<file path="config.mk">
export PLATFORM = sky130hd
export DESIGN_NAME = mem_arbiter_flat
export DESIGN_NICKNAME = d
export VERILOG_FILES = /design/src/rtl/mem_arbiter_if.sv /design/src/rtl/mem_arbiter.sv /design/src/flat_wrapper.sv
export SDC_FILE = /design/constraint.sdc
export NUM_CORES = 1
export LEC_CHECK = 0
export CAP_MARGIN = 20
export CORE_ASPECT_RATIO = 1.5
export CORE_UTILIZATION = 38
export CTS_BUF_LIST = sky130_fd_sc_hd__clkbuf_4 sky130_fd_sc_hd__clkbuf_8
export DETAILED_ROUTE_END_ITERATION = 8
export PLACE_DENSITY = 0.79
export SLEW_MARGIN = 10
export SYNTH_ARGS = -nofsm -noshare
export SYNTH_HDL_FRONTEND = slang
export SYNTH_SLANG_ARGS = --single-unit
</file>
<file path="constraint.sdc">
create_clock -name clk -period 1.9 [get_ports clk]
set_clock_uncertainty 0.15 [all_clocks]
set_input_delay 0.475 -clock clk [delete_from_list [all_inputs] [get_ports clk]]
set_output_delay 0.475 -clock clk [all_outputs]
set_load 0.005 [all_outputs]
</file>
<file path="src/rtl/mem_arbiter_if.sv">
// ---------------------------------------------------------------------------
// mem_arbiter_if
//
// Bundles everything that passes between the two LC-3 requesters, the
// memory arbiter and the single-port memory.
//
// Requester port 0 (instruction fetch) and port 1 (data access):
//   reqN    requester -> arbiter   request, held until gntN is seen
//   weN     requester -> arbiter   1 = write, 0 = read
//   addrN   requester -> arbiter   access address (AW bits)
//   wdataN  requester -> arbiter   write data (DW bits)
//   gntN    arbiter -> requester   one-cycle grant pulse
//   doneN   arbiter -> requester   one-cycle completion pulse
//   rdataN  arbiter -> requester   last read data returned to this port
//
// Memory side:
//   mem_en     arbiter -> memory   enable, high for the whole access
//   mem_rw     arbiter -> memory   1 = write
//   mem_addr   arbiter -> memory   address
//   mem_wdata  arbiter -> memory   write data
//   mem_rdata  memory -> arbiter   read data, valid at the final access edge
//
// Modports:
//   slave   the arbiter's view
//   master  the view of whatever drives requests and models the memory
// ---------------------------------------------------------------------------
interface mem_arbiter_if #(
   parameter int AW = 16,
   parameter int DW = 16
);

   logic          req0;
   logic          we0;
   logic [AW-1:0] addr0;
   logic [DW-1:0] wdata0;
   logic          gnt0;
   logic          done0;
   logic [DW-1:0] rdata0;

   logic          req1;
   logic          we1;
   logic [AW-1:0] addr1;
   logic [DW-1:0] wdata1;
   logic          gnt1;
   logic          done1;
   logic [DW-1:0] rdata1;

   logic          mem_en;
   logic          mem_rw;
   logic [AW-1:0] mem_addr;
   logic [DW-1:0] mem_wdata;
   logic [DW-1:0] mem_rdata;

   modport slave (
      input  req0, we0, addr0, wdata0,
      input  req1, we1, addr1, wdata1,
      input  mem_rdata,
      output gnt0, done0, rdata0,
      output gnt1, done1, rdata1,
      output mem_en, mem_rw, mem_addr, mem_wdata
   );

   modport master (
      output req0, we0, addr0, wdata0,
      output req1, we1, addr1, wdata1,
      output mem_rdata,
      input  gnt0, done0, rdata0,
      input  gnt1, done1, rdata1,
      input  mem_en, mem_rw, mem_addr, mem_wdata
   );

endinterface

</file>
<file path="src/rtl/mem_arbiter.sv">
// ---------------------------------------------------------------------------
// mem_arbiter
//
// Shares the single-port LC-3 memory between instruction fetch (port 0)
// and data access (port 1).  A request seen in IDLE is granted for one
// fixed-length access: mem_en is held for MEM_LAT cycles, then a one-cycle
// RESP state pulses done for the winning port and, for reads, presents the
// captured memory data on that port's rdata.  When both ports request in
// the same IDLE cycle the port that was not granted last wins, so
// continuous traffic on both ports alternates strictly.
//
// Parameters:
//   MEM_LAT  cycles mem_en is held high per access (>= 1)
//   AW, DW   address / data width; must match the interface instance
//
// Ports:
//   clk    rising-edge clock
//   rst_n  asynchronous active-low reset
//   bus    mem_arbiter_if.slave: both requester ports and the memory pins
// ---------------------------------------------------------------------------
module mem_arbiter #(
   parameter int MEM_LAT = 2,
   parameter int AW      = 16,
   parameter int DW      = 16
) (
   input  logic          clk,
   input  logic          rst_n,
   mem_arbiter_if.slave  bus
);

   // A one-cycle access still needs a one-bit counter that simply sits at 0.
   localparam int            CW       = (MEM_LAT > 1) ? $clog2(MEM_LAT) : 1;
   localparam logic [CW-1:0] CNT_INIT = CW'(MEM_LAT - 1);

   typedef enum logic [1:0] {
      IDLE,
      ACCESS,
      RESP
   } arbState_t;

   arbState_t     state_q,     state_d;
   logic [CW-1:0] cnt_q,       cnt_d;
   logic          lastGrant_q, lastGrant_d;
   logic          winner_q,    winner_d;
   logic          gnt0_q,      gnt0_d;
   logic          gnt1_q,      gnt1_d;
   logic          done0_q,     done0_d;
   logic          done1_q,     done1_d;
   logic          memEn_q,     memEn_d;
   logic          memRw_q,     memRw_d;
   logic [AW-1:0] memAddr_q,   memAddr_d;
   logic [DW-1:0] memWdata_q,  memWdata_d;
   logic [DW-1:0] rdata0_q,    rdata0_d;
   logic [DW-1:0] rdata1_q,    rdata1_d;
   logic          pick;

   // Next-state and output logic.  Everything defaults to holding its
   // value except the gnt/done pulses, which default low so that each one
   // lasts exactly one cycle.  Requests are only looked at in IDLE, which is
   // what makes a double grant impossible while an access is in flight.
   always_comb begin
      state_d     = state_q;
      cnt_d       = cnt_q;
      lastGrant_d = lastGrant_q;
      winner_d    = winner_q;
      gnt0_d      = 1'b0;
      gnt1_d      = 1'b0;
      done0_d     = 1'b0;
      done1_d     = 1'b0;
      memEn_d     = memEn_q;
      memRw_d     = memRw_q;
      memAddr_d   = memAddr_q;
      memWdata_d  = memWdata_q;
      rdata0_d    = rdata0_q;
      rdata1_d    = rdata1_q;
      pick        = 1'b0;

      case (state_q)
         IDLE: begin
            if (bus.req0 || bus.req1) begin
               // On a tie the port that lost last time goes next; with a
               // single requester req1 alone names the winner.
               if (bus.req0 && bus.req1) begin
                  pick = ~lastGrant_q;
               end else begin
                  pick = bus.req1;
               end
               winner_d    = pick;
               lastGrant_d = pick;
               memEn_d     = 1'b1;
               memRw_d     = pick ? bus.we1    : bus.we0;
               memAddr_d   = pick ? bus.addr1  : bus.addr0;
               memWdata_d  = pick ? bus.wdata1 : bus.wdata0;
               gnt0_d      = ~pick;
               gnt1_d      = pick;
               cnt_d       = CNT_INIT;
               state_d     = ACCESS;
            end
         end

         ACCESS: begin
            if (cnt_q != '0) begin
               cnt_d = cnt_q - 1'b1;
            end else begin
               // Final access edge: mem_rdata is valid now, so a read is
               // captured into the winner's rdata; writes leave it alone.
               memEn_d = 1'b0;
               memRw_d = 1'b0;
               if (!memRw_q) begin
                  if (winner_q) begin
                     rdata1_d = bus.mem_rdata;
                  end else begin
                     rdata0_d = bus.mem_rdata;
                  end
               end
               done0_d = ~winner_q;
               done1_d = winner_q;
               state_d = RESP;
            end
         end

         RESP: begin
            state_d = IDLE;
         end

         default: begin
            state_d = IDLE;
         end
      endcase
   end

   // State and output registers.  Reset is asynchronous so that mem_en
   // drops the moment rst_n falls, abandoning any access in progress.
   // lastGrant resets to port 1 so fetch wins the first tie.
   always_ff @(posedge clk or negedge rst_n) begin
      if (!rst_n) begin
         state_q     <= IDLE;
         cnt_q       <= '0;
         lastGrant_q <= 1'b1;
         winner_q    <= 1'b0;
         gnt0_q      <= 1'b0;
         gnt1_q      <= 1'b0;
         done0_q     <= 1'b0;
         done1_q     <= 1'b0;
         memEn_q     <= 1'b0;
         memRw_q     <= 1'b0;
         memAddr_q   <= '0;
         memWdata_q  <= '0;
         rdata0_q    <= '0;
         rdata1_q    <= '0;
      end else begin
         state_q     <= state_d;
         cnt_q       <= cnt_d;
         lastGrant_q <= lastGrant_d;
         winner_q    <= winner_d;
         gnt0_q      <= gnt0_d;
         gnt1_q      <= gnt1_d;
         done0_q     <= done0_d;
         done1_q     <= done1_d;
         memEn_q     <= memEn_d;
         memRw_q     <= memRw_d;
         memAddr_q   <= memAddr_d;
         memWdata_q  <= memWdata_d;
         rdata0_q    <= rdata0_d;
         rdata1_q    <= rdata1_d;
      end
   end

   // Every output comes straight from a register.
   assign bus.gnt0      = gnt0_q;
   assign bus.gnt1      = gnt1_q;
   assign bus.done0     = done0_q;
   assign bus.done1     = done1_q;
   assign bus.rdata0    = rdata0_q;
   assign bus.rdata1    = rdata1_q;
   assign bus.mem_en    = memEn_q;
   assign bus.mem_rw    = memRw_q;
   assign bus.mem_addr  = memAddr_q;
   assign bus.mem_wdata = memWdata_q;

endmodule

</file>
<file path="src/flat_wrapper.sv">
// flat-port wrapper written by rule: the top's interface ports become plain ports
module mem_arbiter_flat 
#(
   parameter int MEM_LAT = 2,
   parameter int AW      = 16,
   parameter int DW      = 16
)
  (clk, rst_n, bus_req0, bus_we0, bus_addr0, bus_wdata0, bus_req1, bus_we1, bus_addr1, bus_wdata1, bus_mem_rdata, bus_gnt0, bus_done0, bus_rdata0, bus_gnt1, bus_done1, bus_rdata1, bus_mem_en, bus_mem_rw, bus_mem_addr, bus_mem_wdata);
  mem_arbiter_if #(.AW(AW), .DW(DW)) bus_i ();
  input  logic clk;
  input  logic rst_n;
  input wire logic [$bits(bus_i.req0)-1:0] bus_req0;
  input wire logic [$bits(bus_i.we0)-1:0] bus_we0;
  input wire logic [$bits(bus_i.addr0)-1:0] bus_addr0;
  input wire logic [$bits(bus_i.wdata0)-1:0] bus_wdata0;
  input wire logic [$bits(bus_i.req1)-1:0] bus_req1;
  input wire logic [$bits(bus_i.we1)-1:0] bus_we1;
  input wire logic [$bits(bus_i.addr1)-1:0] bus_addr1;
  input wire logic [$bits(bus_i.wdata1)-1:0] bus_wdata1;
  input wire logic [$bits(bus_i.mem_rdata)-1:0] bus_mem_rdata;
  output wire logic [$bits(bus_i.gnt0)-1:0] bus_gnt0;
  output wire logic [$bits(bus_i.done0)-1:0] bus_done0;
  output wire logic [$bits(bus_i.rdata0)-1:0] bus_rdata0;
  output wire logic [$bits(bus_i.gnt1)-1:0] bus_gnt1;
  output wire logic [$bits(bus_i.done1)-1:0] bus_done1;
  output wire logic [$bits(bus_i.rdata1)-1:0] bus_rdata1;
  output wire logic [$bits(bus_i.mem_en)-1:0] bus_mem_en;
  output wire logic [$bits(bus_i.mem_rw)-1:0] bus_mem_rw;
  output wire logic [$bits(bus_i.mem_addr)-1:0] bus_mem_addr;
  output wire logic [$bits(bus_i.mem_wdata)-1:0] bus_mem_wdata;
  assign bus_i.req0 = bus_req0;
  assign bus_i.we0 = bus_we0;
  assign bus_i.addr0 = bus_addr0;
  assign bus_i.wdata0 = bus_wdata0;
  assign bus_i.req1 = bus_req1;
  assign bus_i.we1 = bus_we1;
  assign bus_i.addr1 = bus_addr1;
  assign bus_i.wdata1 = bus_wdata1;
  assign bus_i.mem_rdata = bus_mem_rdata;
  assign bus_gnt0 = bus_i.gnt0;
  assign bus_done0 = bus_i.done0;
  assign bus_rdata0 = bus_i.rdata0;
  assign bus_gnt1 = bus_i.gnt1;
  assign bus_done1 = bus_i.done1;
  assign bus_rdata1 = bus_i.rdata1;
  assign bus_mem_en = bus_i.mem_en;
  assign bus_mem_rw = bus_i.mem_rw;
  assign bus_mem_addr = bus_i.mem_addr;
  assign bus_mem_wdata = bus_i.mem_wdata;
  mem_arbiter #(.MEM_LAT(MEM_LAT), .AW(AW), .DW(DW)) u_core (.clk(clk), .rst_n(rst_n), .bus(bus_i));
endmodule
</file>
# Word level (Yosys, flattened, before mapping)

Cells that the tools add are included.

Bitwise logic cells: 5
$add $sub $neg: 1
Reductions and logical operators: 10
Eq/ne operators: 3
Mux-type cells: 24

Operator list:

| kind                | count |
|---|---|
| $mux 16             | 2 |
| $mux 1              | 16 |
| $reduce_and 4->1    | 2 |
| $pmux 1 s2          | 3 |
| $reduce_and 2->1    | 3 |
| $not 1->1           | 5 |
| $mux 2              | 2 |
| $pmux 2 s2          | 1 |
| $reduce_and 3->1    | 1 |
| $eq 2x1->1 const B  | 1 |
| $logic_not 2->1     | 1 |
| $ne 2x1->1 const B  | 1 |
| $ne 2x2->1 const B  | 1 |
| $reduce_bool 2->1   | 1 |
| $logic_and 1x1->1   | 1 |
| $logic_or 1x1->1    | 1 |
| $sub 1x1->1 const B | 1 |

Register bits after elaboration: 75
Word-level logic and storage cells: 57
Input bits: 86
Output and inout port bits: 70

# Longest topological paths before layout

Gate-level depths: netlist of the first run.

Depth after elaboration: 7
Depth in mapped cells: 6
Depth with buffers taken out: 4

# Least setup slack after synthesis of the first run

Ideal clock, no wire load.

Path type: register -> register
Start point: reg u_core.state_q[1]
End point: reg u_core.rdata0_q[10] (netlist: u_core.bus.rdata0[10])
Data required time: 1.625 ns
Stages on the path, launching flop included: 6
Path slack: -0.028 ns
Arrival: 1.653 ns
Buffers on the path: 2
Library setup time: 0.125 ns
Period minus slack after synthesis: 1.928 ns
Path through: dfrtp_1 > or3b_1 > buf_2 > nor3_4 > buf_12 > mux2_4

Word-level cells in the longest chain between the ends: 2

RTL lines:

| what                       | line               | RTL |
|---|---|---|
| start, declared            | mem_arbiter.sv:41  | `arbState_t state_q, state_d;` |
| start signal, assigned     | mem_arbiter.sv:152 | `state_q <= state_d;` |
| $eq 2x1->1                 | mem_arbiter.sv:78  | `case (state_q)` |
| $reduce_and 4->1 (no line) | n/a                |  |
| end signal, assigned       | mem_arbiter.sv:164 | `rdata0_q <= rdata0_d;` |
| end, declared              | mem_arbiter.sv:53  | `logic [DW-1:0] rdata0_q, rdata0_d;` |

Every way passes these cells.
A chain may end at the register's enable or synchronous reset.

# Worst setup path in the final report of the first run

Start point: reg u_core.memAddr_q[11] (netlist: u_core.bus.mem_addr[11])
End point: out bus_mem_addr[11]

RTL lines:

| what                   | line               | RTL |
|---|---|---|
| start, declared        | mem_arbiter.sv:51  | `logic [AW-1:0] memAddr_q, memAddr_d;` |
| start signal, assigned | mem_arbiter.sv:162 | `memAddr_q <= memAddr_d;` |
| end, declared          | flat_wrapper.sv:29 | `output wire logic [$bits(bus_i.mem_addr)-1:0] bus_mem_addr;` |

No word-level cell between the ends.

==> out/summary.md, run 1 <==
The run finished with clean final reports. The worst register-to-register path begins at u_core.state_q[1]. Share of final-layout standard cells stronger than drive strength 1: 29.7%.

Summing internal, switching and leakage power gives 8.09 mW. The leakage power figure is 2.38 nW. Detailed placement finished with a half-perimeter wire length of 5660 um. The startpoint-to-endpoint class of the critical path is reg2out. Derived from the worst setup path, the maximum achievable clock frequency is 0.538 GHz. Summed over all nets, the switching power comes to 2.26 mW.

The routed wire length per instance was 16.2 um; the mean area per synthesized cell was 15.4 sq um. The total area inside the core boundary comes to 0.00806 sq mm. Dividing the detail-routed via count by the number of cells gives 5.04. For the max-slew violation total from the final report, the log shows 0. The library cells used most frequently in the layout, excluding fill and tap cells, are 149 x sky130_fd_sc_hd__clkdlybuf4s50_1, 74 x sky130_fd_sc_hd__dfrtp_1, 50 x sky130_fd_sc_hd__mux2_2. The die boundary height was 114 um.

The run gives 0.00320 sq mm as the area of the mapped netlist. The clock net in this run drives a total of 75 sinks. The via count of the first global-routing pass was 2664. For the number of inserted filler cells in the final layout, the log shows 618. The distinct cell type count after synthesis was 27.

The die covers 0.00879 sq mm. Counting flops and latches in the post-synthesis netlist gives 75. The worst-case IR drop observed on VDD is 0.847 mV. For the minimum setup slack in the final design, the log shows 0.0411 ns.

For the final-stage net count, the log shows 468. The floorplan has 40 rows. Number of violations of the max-capacitance limit: 0. The longest individual stage delay on the worst path was 0.54 ns. The critical path depth was 1. The library cell used most frequently in the layout, excluding fill and tap cells, is sky130_fd_sc_hd__clkdlybuf4s50_1.

The iteration count of the initial detailed-routing pass came out at 4. For the last weighted congestion value of the routability-driven placer, the log shows 0.777. After layout, the worst path uses 97.8% of the clock period. The global-route layer with the greatest usage was met2. The run gives 5.74% as the routing usage on met3.

The met1 track utilization from global routing was 20.3%; the slew at the pin closest to its max-slew limit was 0.441 ns. The post-route cell area came out at 0.00529 sq mm. The fraction of the yosys area taken by sequential cells was 58.7%.

In this run the tightest slew margin relative to its limit is 70.6%. Counting along the longest clock path gives a buffer depth of 2. The clock period minus final worst setup slack is 1.86 ns, and the violation count after the first detailed-route iteration is 101. Global-route wire length before repair: 12700 um. The run gives 34 as the largest net degree at the start of global routing.

Measured in cells, the most critical reg-to-reg path has a length of 4. Prior to clock tree synthesis, the placed netlist has a worst setup slack of -0.523 ns. Walking the worst path, the cells encountered are clkdlybuf4s50_1.

The cell sitting at the root of the clock tree is a sky130_fd_sc_hd__clkbuf_8. The Yosys step of the flow raised 0 warnings. Among all flip-flop cells after synthesis, the most frequent one is sky130_fd_sc_hd__dfrtp_1. The tools report the met2 track demand over resource as 33.5%.

The number of setup violations in the final report is 0, and the cell count after synthesis is 207. The number of enable-type register cells in the synthesized netlist was 0. After detailed routing, the total wire length is 7960 um. After detailed routing, the number of remaining DRC violations is 0. Counting the buffers created by CTS gives 9. The final hold violation count was 0; the critical-path maximum fanout was 2. The run gives 0 as the final antenna diode count. TritonCTS built the clock tree. For the worst setup path, the data required time is 1.27 ns. On the critical path the largest part of the delay comes from buffers and inverters. The H-tree was split into 3 levels. The run gives 65.6% as the final standard cell utilization of the core. The endpoint identified for the worst register-to-register timing path is u_core.bus.rdata0[1]. The sequential share of power is 35.5%.

The worst setup path is launched from a register. The number of nets in the synthesized netlist is 293. The post-synthesis async set-or-reset flop share was 100%. In this run the worst hold path is classified as reg2reg. The count of buffers added on input and output ports is 155. In this run switching power makes up 27.9% of total power. The number of buffers and inverters on the critical path is 1. The start point of the critical path was u_core.bus.mem_addr[11]. Power density normalized to cell area: 1530 mW/mm^2. The area growth from synthesis to layout is 65.4%. Arrival time reported for the critical path endpoint: 1.23 ns. The residual antenna-violating net count after detailed routing is 0. The critical path's slowest cell was sky130_fd_sc_hd__clkdlybuf4s50_1. For the final routed database, the setup TNS stands at 0 ns. After global routing the overflow that remains totals 0.

The routed layout has 2480 vias. The source-to-sink clock delay at the later pin of the worst-skew pair was 0.34 ns; the cell area after placement was 0.00499 sq mm. During I/O placement, the number of pins put on the boundary was 156. The worst setup path is captured at an output port. Destination of the critical timing path: bus_mem_addr[11]. The clock network is responsible for 15.7% of the overall power.

Initial standard-cell utilization of the core: 39.7%. Across every metal layer, demand over resource in global routing totals 18.7%. Number of antenna violations at the first check in global routing: 0.

The minimum setup slack among reg-to-reg paths is 0.09 ns. Setup repair after global routing left no endpoint under its margin. The horizontal extent of the die was 76.9 um.

The tools report the part of the power in combinational logic as 48.8%. Clock-pin slew was measured on the worst setup and hold paths at 0.08 ns. The tools report the cell-internal power as 5.83 mW. The startpoint identified for the worst hold timing path is u_core.bus.mem_en.
state kept, by name, summed over array words and instances, names as in the netlist:
name	count
u_core.winner_q	1
u_core.cnt_q	1
u_core.bus.done0	1
u_core.bus.mem_wdata	16
u_core.bus.mem_rw	1
u_core.bus.mem_addr	16
u_core.bus.gnt0	1
u_core.bus.done1	1
u_core.bus.gnt1	1
u_core.bus.mem_en	1
u_core.bus.rdata1	16
u_core.lastGrant_q	1
u_core.bus.rdata0	16
u_core.state_q	2
synth_stat cells, types with 2 or more instances:
cell type / number / area, sq um
sky130_fd_sc_hd__mux2_2: 50 / 563
sky130_fd_sc_hd__a21o_1: 2 / 15.0
sky130_fd_sc_hd__nand2_1: 5 / 18.8
sky130_fd_sc_hd__a221o_1: 13 / 130
sky130_fd_sc_hd__buf_1: 3 / 11.3
sky130_fd_sc_hd__clkbuf_1: 4 / 15.0
sky130_fd_sc_hd__o21ai_0: 2 / 10.0
sky130_fd_sc_hd__dfrtp_1: 74 / 1850
sky130_fd_sc_hd__mux2_4: 20 / 300
sky130_fd_sc_hd__mux2i_1: 2 / 20.0
sky130_fd_sc_hd__and3_1: 13 / 81.3
sky130_fd_sc_hd__buf_2: 3 / 15.0
sky130_fd_sc_hd__nor2_1: 2 / 7.51
layout make-up:
cell class / count / area (sq um) / share of cell area (%)
clock buffers: 13 / 166 / 3.15
repair buffers: 175 / 1780 / 33.6
clock inverters: 3 / 46.3 / 0.876
inverters: 2 / 8.76 / 0.166
multi-input cells: 119 / 1280 / 24.2
flip-flops and latches: 75 / 1880 / 35.5
well taps: 105 / 131 / 2.49
worst register-to-register path: cells and delay by family, from the launching register on:
family | cells | cell delay, ns
buf+inv | 1 | 0.20
flops | 1 | 0.40
mux | 1 | 0.35
simple gates | 2 | 0.61
per-layer routing:
| metal | wire length, um | share of wire, % |
|---|---|---|
| met1 | 3130 | 39 |
| met2 | 4240 | 53 |
| met3 | 475 | 6.0 |
| met4 | 110 | 1.4 |
| met5 | 0 | 0 |
how the worst min path moves through the flow:
stage,cells after the start,slack [ns],end
after CTS,2,0.35,u_core.bus.mem_en
final,2,0.34,u_core.bus.mem_en
after global placement,1,0.29,u_core.bus.rdata0[14]
after global routing,1,0.38,u_core.bus.rdata1[12]
after floorplan,0,0.03,u_core.bus.done0
after detailed placement,1,0.30,u_core.bus.rdata1[13]
metrics by stage:
stage,hold WS [ns],std cells
3_5_place_dp,0.295,471
4_1_cts,0.353,490
3_3_place_gp,0.294,471
5_1_grt,0.378,492
6_report,0.342,492
2_1_floorplan,0.0294,207
power by group through the flow:
stage	combinational (mW)	sequential, mW	clock, mW
after global routing	4.22	2.98	1.38
after detailed placement	3.89	2.90	0
after CTS	3.96	2.87	1.31
after global placement	3.81	2.87	0
after floorplan	1.62	2.92	0
final	3.95	2.87	1.27
cells by family after synthesis:
| family | count (synthesis) | synth area share, % |
|---|---|---|
| flip-flops | 75 | 58.7 |
| multiplexers | 72 | 27.6 |
| AND/OR/NAND/NOR | 26 | 5.36 |
| AO/OA/AOI/OAI | 20 | 5.71 |
| buffers and inverters | 14 | 2.54 |
repair_timing:
item	4_1_cts	5_1_grt
pin swaps	0	1
setup buffers	2	1
setup endpoints to repair	44	31
gates resized for setup	1	8
hold buffers	1	0
gates cloned	0	1
endpoints found under the hold margin	30	0
No activity file was read; power rests on OpenSTA's default activity.
==> run 2: changes to the inputs <==
--- a/config.mk
+++ b/config.mk
@@ -12,3 +12,5 @@
 export DETAILED_ROUTE_END_ITERATION = 8
+export GPL_TIMING_DRIVEN = 0
 export PLACE_DENSITY = 0.79
+export REMOVE_ABC_BUFFERS = 1
 export SLEW_MARGIN = 10
==> constraint.sdc (replaced) <==
create_clock -name clk -period 1.9 [get_ports clk]
set_clock_uncertainty 0.15 [all_clocks]
set_input_delay 0.57 -clock clk [delete_from_list [all_inputs] [get_ports clk]]
set_output_delay 0.57 -clock clk [all_outputs]
set_load 0.005 [all_outputs]
==> out/summary.md, run 2 (synthesis gave the netlist of run 1 again) <==
Quantity of hold-fixing buffers added after cts: 0 (-1). The post-route cell area is 0.00528 sq mm (-0.17%). Setup repair after global routing left no endpoint under its margin. The root buffer selected by CTS was sky130_fd_sc_hd__clkbuf_8. The maximum number of buffers from clock root to sink is 2 (unchanged).

In this run the top signal layer used is met4. The worst setup path is launched from a register. The number of vias in the routed layout was 2487 (+0.28%); the data required time at the worst endpoint was 1.97 ns (+0.70 ns).

The final antenna diode count was 0 (unchanged); the total core area was 0.00806 sq mm (unchanged). The die boundary height was 114 um (unchanged); the slew at the pin closest to its max-slew limit was 0.426 ns (-0.0159 ns). The last weighted congestion value of the routability-driven placer is 0.690 (-11%). The power density normalized to cell area was 1460 mW/mm^2 (-4.3%); the longest individual stage delay on the worst path was 0.44 ns (-0.10 ns).

Startpoint-to-endpoint class of the critical path: reg2reg. The number of setup violations in the final report was 0 (unchanged); the CTS clock-pin slew for the worst setup and hold paths was 0.08 ns (about the same). The total wire length after detailed routing is 8380 um (+5.3%), and the DRC violation count after routing is 0 (unchanged).

TritonCTS built the clock tree. The tools report the via count of the first global-routing pass as 2772 (+4.1%). The count of port buffers added during placement works out to 155 (unchanged). The met2 wire length was 4670 um (+10%). The run gives 5570 um (-1.7%) as the final HPWL from detailed placement. In the layout the commonest cells are 82 x sky130_fd_sc_hd__clkdlybuf4s50_1, 74 x sky130_fd_sc_hd__dfrtp_1, 72 x sky130_fd_sc_hd__dlygate4sd2_1.

The global-route wire length before repair is 13600 um (+7.1%), and the met3 wire length is 389 um (-18%). The tools report the largest net degree at the start of global routing as 47 (+38%). The run gives 3150 um (+0.51%) as the routed length on met1.

The maximum VDD drop is 0.768 mV (-9.3%). For the floorplan row count, the log shows 40 (unchanged). The area growth from synthesis to final layout is 65.1%. On the critical path, the stage with the largest delay is an instance of sky130_fd_sc_hd__or3b_4. The tools report the minimum setup slack among reg-to-reg paths as 0.04 ns (-0.05 ns). Overall power of the completed layout: 7.73 mW (-4.5%). STA classifies the critical path endpoint as a register. The reg-to-reg critical path startpoint was u_core.state_q[1]. The peak clock frequency supported by timing came out at 0.538 GHz (about the same).

The share of the cycle needed by the critical path after routing is 97.8% (about the same). The number of top-level design ports was 156 (unchanged). Leaving out fill and tap cells, the most frequent cell in the layout is sky130_fd_sc_hd__clkdlybuf4s50_1.

The number of violations of the max-capacitance limit is 0 (unchanged), and the placed instance count is 458 (-2.8%). The routed wire length per instance was 16.6 um (+2.8%); the die footprint was 0.00879 sq mm (unchanged). The run finished with clean final reports. The horizontal extent of the die is 76.9 um (unchanged), and the number of antenna violations at the first check in global routing is 0 (unchanged). The tools report the deepest level of the CTS H-tree as 3 (unchanged).

The run gives 63 (-38%) as the violation count after the first detailed-route iteration. The critical-path maximum fanout was 8 (+6); the number of cell instances on the worst register-to-register path was 4 (unchanged). The worst slew margin relative to its limit came out at 71.6% (+1.1 points).

The share of final-layout standard cells stronger than drive strength 1 is 32.6% (+2.9 points), and the final hold violation count is 0 (unchanged). The initial standard-cell utilization of the core came out at 39.7% (unchanged). For the count of clock tree sinks, the log shows 75 (unchanged). Traced cell by cell, the critical path runs through or3b_4, nor3_4, bufbuf_16, mux2_4. The leakage power figure was 2.51 nW (+5.5%); the final-stage net count was 480 (+2.6%). The run gives 20.2% (+1.6 points) as the total global-route track usage.

The number of vias per cell after detailed routing was 4.93 (-2.1%). The min-delay analysis places its worst path in the category in2async. The max-slew violation total from the final report came out at 0 (unchanged).

The run gives 9 (unchanged) as the number of buffers inserted during clock tree synthesis. Iteration count of the initial detailed-routing pass: 3 (-1). The final cell count without fillers is 504 (+2.4%). The end of the worst register-to-register path was u_core.bus.rdata0[8]. The clock period minus final worst setup slack came out at 1.86 ns (-0.00157 ns). The arrival time reported for the critical path endpoint was 1.93 ns (+0.70 ns). The source-to-sink clock delay at the later pin of the worst-skew pair is 0.34 ns (about the same), and the cell area after placement is 0.00488 sq mm (-2.2%). The residual antenna-violating net count after detailed routing is 0 (unchanged), and the aggregate global routing overflow is 0 (unchanged).
## run 2: cell types whose count changed in the layout (fill, tap and decap cells not counted), sizes merged, moves of 5 or more
cell and delta:
clkdlybuf4s50 -67, dlygate4sd2 +72, dlymetal6s2s -5, buf +12
## run 2: final cells by class
cell class,count,area [sq um]
clock buffer,12,159
clock inverter,4,25.0
fill,622,2780
inverter,2,8.76
multi-input combinational,119,1290
sequential,75,1880
tap,105,131
timing repair buffer,187,1790
## run 2: report_power, final
group / internal, mW / switching, mW / total (mW) / leakage [nW]
Sequential: 2.41 / 0.425 / 2.84 / 0.894
Clock: 0.556 / 0.567 / 1.12 / 0.0918
Combinational: 2.43 / 1.34 / 3.77 / 1.53
## run 2: worst max-delay path by stage
stage | slack (ns) | depth (start not counted) | end | startpoint
4_1_cts | -0.008 | 4 | u_core.bus.rdata0[8] | u_core.state_q[1]
2_1_floorplan | -1.81 | 2 | u_core.bus.mem_addr[13] | bus_req1
3_3_place_gp | -3.61 | 3 | u_core.bus.mem_wdata[7] | bus_req0
5_1_grt | 0.009 | 4 | u_core.bus.rdata0[11] | u_core.state_q[1]
6_report | 0.04 | 4 | u_core.bus.rdata0[8] | u_core.state_q[1]
3_5_place_dp | -0.83 | 4 | u_core.bus.mem_addr[1] | bus_req0
## run 2: worst max-delay path, delay by kind of cell (launching register included)
kind / cells / cell delay [ns]
simple gates: 2 / 0.57
buf+inv: 1 / 0.30
flops: 1 / 0.41
mux: 1 / 0.30
## run 2: stage by stage
step / setup TNS [ns] / hold WS (ns) / setup slack [ns] / util (%)
after detailed placement: -36.12 / 0.313 / -0.829 / 60.5
final: 0 / 0.0130 / 0.0427 / 65.5
after CTS: -0.0264 / 0.0101 / -0.00782 / 64.9
after global placement: -327.50 / 0.312 / -3.61 / 59.7
after global routing: 0 / 0.0295 / 0.00895 / 65.5
after floorplan: -68.93 / 0.124 / -1.81 / -
## run 2: timing repair
| item | 4_1_cts | 5_1_grt |
|---|---|---|
| hold endpoints to repair | 0 | 0 |
| buffers inserted | 24 | 4 |
| endpoints found under the setup margin | 139 | 44 |
| pin swaps | 5 | 2 |
| resized for setup | 79 | 1 |
| cloned | 2 | 0 |
## run 2: per-layer routing
layer,vias to the layer above,track usage (%)
met2,94,37.6
met5,-,0
met4,0,9.10
met1,1246,22.4
met3,14,3.27
li1,1133,-
==> run 3: changes to the inputs <==
Settings changed: GPL_ROUTABILITY_DRIVEN set to 0.
==> results of run 3 <==
Same layout as run 2: the final DEF is identical, and so are final timing and power.
==> variant 1, RTL diff (settings of run 2) <==
`DW` is set to 16 in 3 places; all go to 32.
--- a/src/rtl/mem_arbiter_if.sv
+++ b/src/rtl/mem_arbiter_if.sv
@@ -26,7 +26,7 @@
 // ---------------------------------------------------------------------------
 interface mem_arbiter_if #(
    parameter int AW = 16,
-   parameter int DW = 16
+   parameter int DW = 32
 );
 
    logic          req0;
--- a/src/rtl/mem_arbiter.sv
+++ b/src/rtl/mem_arbiter.sv
@@ -21,7 +21,7 @@
 module mem_arbiter #(
    parameter int MEM_LAT = 2,
    parameter int AW      = 16,
-   parameter int DW      = 16
+   parameter int DW      = 32
 ) (
    input  logic          clk,
    input  logic          rst_n,
--- a/src/flat_wrapper.sv
+++ b/src/flat_wrapper.sv
@@ -3,7 +3,7 @@
 #(
    parameter int MEM_LAT = 2,
    parameter int AW      = 16,
-   parameter int DW      = 16
+   parameter int DW      = 32
 )
   (clk, rst_n, bus_req0, bus_we0, bus_addr0, bus_wdata0, bus_req1, bus_we1, bus_addr1, bus_wdata1, bus_mem_rdata, bus_gnt0, bus_done0, bus_rdata0, bus_gnt1, bus_done1, bus_rdata1, bus_mem_en, bus_mem_rw, bus_mem_addr, bus_mem_wdata);
   mem_arbiter_if #(.AW(AW), .DW(DW)) bus_i ();
Ports: changed (6 resized); port bits go from 156 to 252. The function was not compared with the original's and may differ.
==> variant 1 against run 2 <==
The flow now finishes with violations (setup timing); sequential cell count is 48 higher; routed wire length is 110% higher; total power is 89% higher; maximum frequency is 7.9% lower; worst setup slack worse by 0.16 ns; area after synthesis is 61% higher; final area is 72% higher; via count is 82% higher; sequential power is 66% higher.
==> variant 1: results (changes against run 2) <==
Placed design
  • GP Congestion: 0.755 (+9.4%)
  • Setup WS pre-CTS: -0.850 ns (-0.0210 ns)
  • I/O Buffers: 251 (+62%)
  • DP Area: 7870 µm² (+61%)
  • Inst Count DP: 772 (+69%)

Outcome
  • Outcome: finished with violations
  • Violated checks: setup timing

Finish
  • # clk buffers: 20 (+8)
  • Num sequential: 123 (+64%)
  • Diode count: 1 (+1)
  • Fin nets: 832 (+73%)
  • Seq/total area: 0.339 (-0.0168)
  • Plain + repair buffers: 322 (+72%)
  • Share of layout cells above drive strength 1: 0.264 (-0.0614)

Yosys
  • Most frequent cells after synthesis: dfrtp_1, inv_1, a221o_1, nor3_1, mux2_2
  • Seq/Total Area, Yosys: 0.599 (+0.0112)
  • Synth unique cells: 29 (+7.4%)

Global route
  • GR Util met3: 0.0652 (+0.0326)
  • Vias in the first global route: 4,955 (+79%)
  • First-pass GRT wire length: 26,800 µm (+97%)
  • Initial antenna violation count: 1 (+1)
  • Total track usage: 0.249 (+0.0473)

Worst setup path
  • Critical path data arrival time: 2.16 ns (+0.23 ns)
  • Crit path max-delay family: buffers and inverters
  • Crit path max-delay cell type: dfrtp_2

STA
  • Final Setup Violations: 39 (+39)
  • Worst setup slack after layout: -0.116 ns (-0.159 ns)

Routing
  • Via density: 5.20 (+5.4%)
  • M1 wire length: 6540 µm (+110%)
  • DRT Pass-1 Iters: 5 (+2)
  • Initial DRC Count: 213 (+240%)
  • Final wirelength: 17,800 µm (+110%)
  • Met2 WL: 9630 µm (+110%)

Pwr
  • LEAKAGE: 4.51 nW (+79%)

Clock network
  • CTS Hold Bufs: 1 (+1)

Min path
  • HP Class: reg2reg
## variant 1: kinds of logic after synthesis
family / after synthesis / share of synthesized area
muxes: 70 / 0.175
AOI/OAI and AO/OA: 51 / 0.0968
and+or+nand+nor: 61 / 0.0657
buffers and inverters: 75 / 0.0642
DFF: 123 / 0.599
## variant 1: path summary, 6_finish.rpt
check	from	end	slack, ns	depth (start not counted)
setup / recovery	u_core.state_q[1]	u_core.bus.mem_addr[8]	-0.12	7
hold / removal	u_core.bus.rdata1[5]	u_core.bus.rdata1[5]	0.36	1
setup reg to reg	u_core.state_q[1]	u_core.bus.mem_addr[8]	-0.12	7
hold reg to reg	u_core.bus.rdata1[5]	u_core.bus.rdata1[5]	0.36	1
max in group asynchronous	rst_n	u_core.lastGrant_q	0.35	3
min in group asynchronous	rst_n	u_core.bus.rdata1[25]	0.51	2
==> variant 2, RTL diff (settings of run 2) <==
Made on the original files. Reset style: synchronous (`rst_n`), changed in one clocked block. Comments in the files are not updated.
--- a/src/rtl/mem_arbiter.sv
+++ b/src/rtl/mem_arbiter.sv
@@ -132,7 +132,7 @@
    // State and output registers.  Reset is asynchronous so that mem_en
    // drops the moment rst_n falls, abandoning any access in progress.
    // lastGrant resets to port 1 so fetch wins the first tie.
-   always_ff @(posedge clk or negedge rst_n) begin
+   always_ff @(posedge clk) begin
       if (!rst_n) begin
          state_q     <= IDLE;
          cnt_q       <= '0;
Behaviour: differs if rst_n is asserted again (counterexample within 4 cycles, from zero or initial values and one cycle with rst_n low); with rst_n held inactive, the same outputs for 4 cycles.
==> variant 2 against run 2 <==
Routed wire length increased by 18%; via count increased by 25%; area after synthesis decreased by 5.2%; worst setup slack improved by 0.014 ns; final area decreased by 5.8%; sequential cell count unchanged; maximum frequency increased by 0.77%; critical endpoint is now u_core.bus.mem_wdata[7]; largest cell class is now non-clock buffers.
Power is not compared: it rests on default switching activity, and its combinational part moved more than twofold at a synthesized area within 25%.
==> variant 2: results (changes against run 2) <==
Finish
  • Non-filler cells, final: 606 (+20%)
  • Fill cells: 686 (+10%)
  • ClkCell Share: 0.0405 (+0.00566)
  • # clk buffers: 10 (-2)
  • Multi-input combinational area share: 0.289 (+0.0454)
  • Fin nets: 585 (+22%)
  • Register Area: 1530 µm² (-19%)
  • Signal buf overhead: 0.334 (-0.00485)
  • Share of layout cells above drive strength 1: 0.115 (-0.211)
  • Multi-input gate count: 242 (+100%)
  • Inverter count: 3 (+1)

Worst setup path
  • CP max FO: 21 (+13)
  • Crit Path Class: in2reg
  • Crit path max-delay cell type: dlygate4sd2_1
  • Worst R2R Setup Slack: 0.09 ns (+0.05 ns)
  • CP Capture Point: u_core.bus.mem_wdata[7]
  • CP Launch Point: bus_req0
  • Crit-path max cell delay: 0.34 ns (-0.10 ns)

Clock network
  • # H-tree levels: 3 (unchanged)

Placed design
  • Inst Count DP: 576 (+26%)
  • GP Congestion: 0.752 (+9.1%)
  • DP Area: 4660 µm² (-4.5%)
  • DP HPWL: 6340 µm (+14%)
  • Setup WS pre-CTS: -1.21 ns (-0.380 ns)

STA
  • WHS: 0.304 ns (+0.291 ns)
  • Fmax: 543 MHz (+0.77%)
  • Worst-margin pin slew: 0.867 ns (+0.442 ns)

Yosys
  • Ys flop type: dfxtp_1
  • Gate Count Post-Synth: 349 (+69%)
  • Netlist Area Pre-Place: 3030 µm² (-5.2%)
  • Synth Area in Compound Gates: 0.172 (+0.115)
  • Synth Area in Adders: 0 (unchanged)
  • Synth top area cells: dfxtp_1, nand2_1, mux2i_1, a311oi_1, a21oi_1
  • Mux cell area share after synthesis: 0.106 (-0.171)
  • Most frequent cells after synthesis: nand2_1, dfxtp_1, a21oi_1
  • Seq/Total Area, Yosys: 0.495 (-0.0922)

Outcome
  • Outcome: completed

Global route
  • Total track usage: 0.238 (+0.0356)
  • Vias in the first global route: 3,158 (+14%)
  • Largest net degree at the start of global routing: 54 (+15%)
  • First-pass GRT wire length: 15,100 µm (+11%)

Min path
  • HP Class: reg2reg
  • Hold depth: 2

Routing
  • Final wirelength: 9880 µm (+18%)
  • Initial DRC Count: 131 (+110%)
  • Via density: 5.13 (+3.9%)
## variant 2: cell families after synthesis
logic type,after synthesis
flip-flops,75
buffers and inverters,35
AO/OA/AOI/OAI,76
multiplexers,32
AND/OR/NAND/NOR,131
## variant 2: per-layer routing
| metal | global-route usage | vias up | part of all wire |
|---|---|---|---|
| li1 | - | 1513 | - |
| met1 | 0.263 | 1427 | 0.39 |
| met4 | 0.123 | 0 | 0.026 |
| met5 | 0 | - | 0 |
| met3 | 0.0570 | 21 | 0.071 |
| met2 | 0.408 | 145 | 0.52 |
## variant 2: timing repair
| item | 4_1_cts | 5_1_grt |
|---|---|---|
| setup buffers | 9 | 1 |
| cloned | 2 | 2 |
| hold buffers | 0 | 0 |
| pin swaps | 5 | 1 |
| gates resized for setup | 95 | 4 |
| setup endpoints to repair | 141 | 37 |
## variant 2: where the power goes
| part | internal, mW | switching, mW |
|---|---|---|
| Combinational | 0.485 | 0.410 |
| Sequential | 1.71 | 0.0761 |
| Clock | 0.642 | 0.598 |
